File: src/rtl/speed_ctrl_pkg.sv
// Shared definitions for the speed level controller: state encoding and
// saturating arithmetic used by the brake path.
package speed_ctrl_pkg;

  typedef enum logic [1:0] {
    ST_STOP  = 2'b00,
    ST_RUN   = 2'b01,
    ST_ESTOP = 2'b10
  } state_e;

  function automatic int unsigned sat_sub(input int unsigned a, input int unsigned b);
    return (a > b) ? (a - b) : 0;
  endfunction

endpackage

File: src/rtl/speed_dwell_timer.sv
// Counts consecutive accelerate cycles; done pulses on the cycle the count
// sits at ACC_DWELL-1 so the step up lands on the following edge.
module speed_dwell_timer #(
  parameter int ACC_DWELL = 3
) (
  input  logic clk,
  input  logic reset,
  input  logic clr,
  input  logic inc,
  input  logic hold,
  output logic done
);

  localparam int CW = $clog2(ACC_DWELL + 1);
  localparam logic [CW-1:0] LAST = CW'(ACC_DWELL - 1);

  logic [CW-1:0] cnt_q, cnt_d;

  assign done = inc && !clr && !hold && (cnt_q == LAST);

  always_comb begin
    cnt_d = cnt_q;
    if (clr || hold || !inc) begin
      cnt_d = '0;
    end else if (done) begin
      cnt_d = '0;
    end else begin
      cnt_d = cnt_q + CW'(1);
    end
  end

  always_ff @(posedge clk or negedge reset) begin
    if (!reset) begin
      cnt_q <= '0;
    end else begin
      cnt_q <= cnt_d;
    end
  end

endmodule

File: src/rtl/speed_level_ctrl.sv
// Speed level FSM: estop > brake > accelerate > hold, with a latched
// emergency-stop state that exits only once both estop and accelerate drop.
module speed_level_ctrl
  import speed_ctrl_pkg::*;
#(
  parameter int LEVELS    = 4,
  parameter int ACC_DWELL = 3,
  parameter int BRK_STEP  = 1,
  localparam int LW       = $clog2(LEVELS)
) (
  input  logic          clk,
  input  logic          reset,
  input  logic          brake,
  input  logic          accelerate,
  input  logic          estop,
  output logic [LW-1:0] speed,
  output logic [1:0]    state,
  output logic          at_max,
  output logic          step_up,
  output logic          step_down
);

  if (LEVELS < 2) begin : g_bad_levels
    $fatal(1, "speed_level_ctrl: LEVELS must be >= 2");
  end
  if (ACC_DWELL < 1) begin : g_bad_dwell
    $fatal(1, "speed_level_ctrl: ACC_DWELL must be >= 1");
  end
  if ((BRK_STEP < 1) || (BRK_STEP > LEVELS - 1)) begin : g_bad_brk
    $fatal(1, "speed_level_ctrl: BRK_STEP must be in 1..LEVELS-1");
  end

  localparam logic [LW-1:0] MAX_SPD = LW'(LEVELS - 1);

  state_e        state_q, state_d;
  logic [LW-1:0] speed_q, speed_d;
  logic          at_max_q, up_q, dn_q;
  logic          up_d, dn_d;
  logic          dwell_clr, dwell_done;

  // Any non-accelerating cycle, and every cycle outside STOP/RUN, restarts the dwell.
  assign dwell_clr = estop || brake || !accelerate ||
                     !((state_q == ST_STOP) || (state_q == ST_RUN));

  speed_dwell_timer #(
    .ACC_DWELL(ACC_DWELL)
  ) u_dwell (
    .clk  (clk),
    .reset(reset),
    .clr  (dwell_clr),
    .inc  (accelerate),
    .hold (speed_q == MAX_SPD),
    .done (dwell_done)
  );

  always_comb begin
    speed_d = speed_q;
    state_d = state_q;
    up_d    = 1'b0;
    dn_d    = 1'b0;
    case (state_q)
      ST_ESTOP: begin
        speed_d = '0;
        if (!estop && !accelerate) state_d = ST_STOP;
      end
      ST_STOP, ST_RUN: begin
        if (estop) begin
          speed_d = '0;
          dn_d    = (speed_q != '0);
          state_d = ST_ESTOP;
        end else begin
          if (brake) begin
            speed_d = LW'(sat_sub(32'(speed_q), BRK_STEP));
            dn_d    = (speed_d != speed_q);
          end else if (dwell_done) begin
            speed_d = speed_q + LW'(1);
            up_d    = 1'b1;
          end
          state_d = (speed_d != '0) ? ST_RUN : ST_STOP;
        end
      end
      default: begin
        speed_d = '0;
        state_d = ST_STOP;
      end
    endcase
  end

  always_ff @(posedge clk or negedge reset) begin
    if (!reset) begin
      state_q  <= ST_STOP;
      speed_q  <= '0;
      at_max_q <= 1'b0;
      up_q     <= 1'b0;
      dn_q     <= 1'b0;
    end else begin
      state_q  <= state_d;
      speed_q  <= speed_d;
      at_max_q <= (speed_d == MAX_SPD);
      up_q     <= up_d;
      dn_q     <= dn_d;
    end
  end

  assign speed     = speed_q;
  assign state     = state_q;
  assign at_max    = at_max_q;
  assign step_up   = up_q;
  assign step_down = dn_q;

endmodule
File: config.mk
export PLATFORM = sky130hd
export DESIGN_NAME = speed_level_ctrl
export DESIGN_NICKNAME = d
export VERILOG_FILES = /design/src/rtl/speed_ctrl_pkg.sv /design/src/rtl/speed_dwell_timer.sv /design/src/rtl/speed_level_ctrl.sv
export SDC_FILE = /design/constraint.sdc
export NUM_CORES = 1
export LEC_CHECK = 0
export ABC_AREA = 1
export CAP_MARGIN = 10
export CORE_MARGIN = 2
export CORE_UTILIZATION = 30
export DETAILED_ROUTE_END_ITERATION = 10
export DONT_BUFFER_PORTS = 1
export GPL_TIMING_DRIVEN = 0
export PLACE_DENSITY = 0.44
export SLEW_MARGIN = 10
export SYNTH_ARGS = -nofsm -noshare
export SYNTH_HDL_FRONTEND = slang
export SYNTH_SLANG_ARGS = --single-unit
export TNS_END_PERCENT = 10
File: constraint.sdc
create_clock -name clk -period 3.7 [get_ports clk]
set_clock_uncertainty 0.05 [all_clocks]
set_input_delay 0.37 -clock clk [delete_from_list [all_inputs] [get_ports clk]]
set_output_delay 0.37 -clock clk [all_outputs]
set_load 0.01 [all_outputs]
==> metrics.md <==
| Metric | Value |
|---|---|
| Status | `completed` |
| Wire per inst | `11.57 µm` |
| Worst r2r src | `speed[1]` |
| Sw Pwr | `approximately 0.073 mW` |
| Crit path required time | `3800 ps` |
| Hold EP | `step_down` |
| Initial antenna violation count | `0` |
| Global route overflow | `0` |
| Syn Inst Count | `47` |
| Ys Warns | `0` |
| Worst vdd ir | `0.1688 mV` |
| Via Count | `322` |
| CP arrival | `approximately 1500 ps` |
| Routed vias/inst | `4.806` |
| DRC Markers | `0` |
| Dpl hpwl | `626.3 µm` |
| Clock transition at path regs | `60 ps` |
| Synth area leader | `dfrtp_1` |
| Worst hold-check path type | `primary input to flip-flop` |
| Hold Path Origin | `estop` |
| Most Crowded Layer GR | `met2` |
| Clock Latency Late Sink | `260 ps` |
| GRT Overall Usage | `10.49%` |
| Met1 Resource Use GR | `11.64%` |
| Pleak | `between 0.2 and 0.3 nW` |
| Share of cells above drive strength 1 | `23.08%` |
| Pins over their slew limit | `0` |
| Clock Power Share | `roughly 33%` |
| Largest net degree at the start of global routing | `10` |
| Asr flop ratio synth | `100.0%` |
| Post-route minimum period | `1419 ps` |
| Hold_buf cts | `1` |
| Drt first pass iters | `2` |
| Worst-path maximum fanout | `5` |
| Synth Register Bits | `9` |
| Synth Net Count | `55` |
| Worst slew pin tran | `roughly 410 ps` |
| Worst setup EP type | `flip-flop` |
| RSZ-0062 raised after global routing | `no` |
| Hold Path Cell Cnt | `2` |
| Nets@finish | `61` |
| DRT iter0 DRCs | `1` |
| Combinational share of power | `13.8%` |
| Setup TNS | `0 ps` |
| Sink Count | `9` |
| Pint | `0.1622 mW` |
| Count leader, synth | `dfrtp_1` |
| Post_cts resized | `0` |
| Initial core utilization | `32.90%` |
| Chip width | `42.48 µm` |
| Placed cells | `62` |
| CTS root buf | `clkbuf_4` |
| Core area | `1350 µm²` |
| Met2 usage | `16.00%` |
| CTS tree | `yes` |
| First-pass GRT wire length | `1.386 mm` |
| Post-synthesis sequential area ratio | `50.70%` |
| Top cells by area, synth | `dfrtp_1 (51%), ha_1 (8.5%), inv_1 (6.8%), nor2_4 (5.1%), nand2_1 (4.2%)` |
| Fmax | `704.7 MHz` |
| Die H | `42.48 µm` |
| H-tree depth | `1` |
| Vias in the first global route | `approximately 320` |
| Post-DRT Antenna Nets | `0` |
| Total CTS buffers | `3` |
| Syn-to-layout area delta | `12.39%` |
| WS Path Type | `flip-flop to flip-flop` |
| Maximum capacitance violations | `0` |
| CP startpoint kind | `flip-flop` |
| Diode count | `0` |
| Routing usage on met3 | `4.310%` |
| Worst R2R End | `state[0]` |
| Final hold violation count | `0` |
| Sequential share of power | `53.7%` |
| Tcrit/Tclk final | `between 30% and 40%` |
| Post-Syn Area | `around 440 µm²` |
| Reg-to-reg setup timing slack | `2280 ps` |
| Prevailing post-synth register cell | `dfrtp_1` |
| Finished Layout Cells | `67` |
| # port buffers | `0` |
| Syn Area/Cell | `9.451 µm²` |
| Final wirelength | `775 µm` |
| Post-synth EDFFs | `0` |
| Slew HR | `between 70% and 80%` |
| # rows | `13` |
| Total power | `0.2357 mW` |
| Setup-failing EPs final | `0` |
| Top Ports | `12` |
| # fillers | `146` |
| Clock Path Buffers | `2` |
| Die area | `roughly 1800 µm²` |
| Switch share | `31.18%` |
| Gpl congestion | `0.7975` |
| Commonest cells post-synth | `dfrtp_1 (9), inv_1 (8), nand2_1 (5), nor2_1 (5)` |
| # Post-CTS Setup Buffers | `0` |
| PD cells | `472.2 nW/µm²` |
| Distinct cells, synth | `16` |
| Yosys top cell area share | `50.70%` |
| R2R cell count | `7` |
==> state kept, by name (all words and copies together) (netlist names) <==
signal / count
at_max: 1
step_down: 1
step_up: 1
state: 2
u_dwell.cnt_q: 2
speed: 2
==> power groups by stage <==
stage | clock network, mW | registers (mW) | logic [mW]
2_1_floorplan | 0 | 0.126 | 0.0256
3_3_place_gp | 0 | 0.128 | 0.0294
3_5_place_dp | 0 | 0.129 | 0.0301
4_1_cts | 0.0795 | 0.127 | 0.0332
5_1_grt | 0.0873 | 0.128 | 0.0370
6_report | 0.0767 | 0.127 | 0.0324
==> cell usage in the layout, fill, tap and decap left out, types with 2 or more instances in the layout <==
cell	instances
clkbuf_4	3
nor2_1	5
nand2_1	5
dfrtp_1	9
nor2_4	2
ha_1	3
nand2_2	3
nor2_2	2
inv_1	8
nand4_1	2
nand3_1	2
==> logic make-up (layout without fill, tap and decap cells) <==
| family | count (synthesis) | after routing | share of synthesized area, % |
|---|---|---|---|
| flops | 9 | 9 | 50.71 |
| buf+inv | 9 | 14 | 7.605 |
| fa+ha+maj | 3 | 3 | 8.452 |
| compound gates | 3 | 3 | 4.226 |
| simple gates | 23 | 23 | 29.01 |
==> worst max-delay path: stages (launching register included) <==
cell and delay (ps):
dfrtp_1 460, ha_1 260, nor2_4 150, nand3_2 100
nand2_1 70, nand3_1 90, nand2_2 80, nand2_1 50
==> through the flow <==
| stage | hold slack [ps] | cell area (µm²) | setup slack [ps] | util, % |
|---|---|---|---|---|
| 2_1_floorplan | 24.41 | 444.2 | 2402 | - |
| 3_3_place_gp | 24.66 | 462.9 | 2300 | 34.29 |
| 3_5_place_dp | 24.63 | 462.9 | 2275 | 34.29 |
| 4_1_cts | 205.8 | 499.2 | 2264 | 36.98 |
| 5_1_grt | 208.2 | 499.2 | 2164 | 36.98 |
| 6_report | 210.3 | 499.2 | 2281 | 36.98 |
==> per-layer routing <==
| metal | up-vias | share of wire (%) | wire length (µm) |
|---|---|---|---|
| met1 | 150 | 44 | 342 |
| met2 | 10 | 44 | 339 |
| met5 | - | 0 | 0 |
| met4 | 0 | 2.5 | 19 |
| met3 | 4 | 9.4 | 73 |
| li1 | 158 | - | - |
==> cell type report <==
class | count | area (µm²) | share of cell area (%)
Clock buffer | 4 | 26.28 | 5.263
Sequential cell | 9 | 225.2 | 45.11
Timing Repair Buffer | 1 | 10.01 | 2.005
Tap cell | 15 | 18.77 | 3.759
Inverter | 9 | 33.78 | 6.767
Multi-Input combinational cell | 29 | 185.2 | 37.09
==> worst max-delay path by stage <==
stage                     cells past startpoint  slack (ps)        to      from
after floorplan                               7        2400  state[0]  speed[0]
after detailed placement                      7        2270  state[0]  speed[1]
after CTS                                     7        2260  state[0]  speed[1]
final                                         7        2280  state[0]  speed[1]
after global placement                        7        2300  state[0]  speed[1]
after global routing                          7        2160  state[0]  speed[0]
Power figures use the tool's default switching activity.
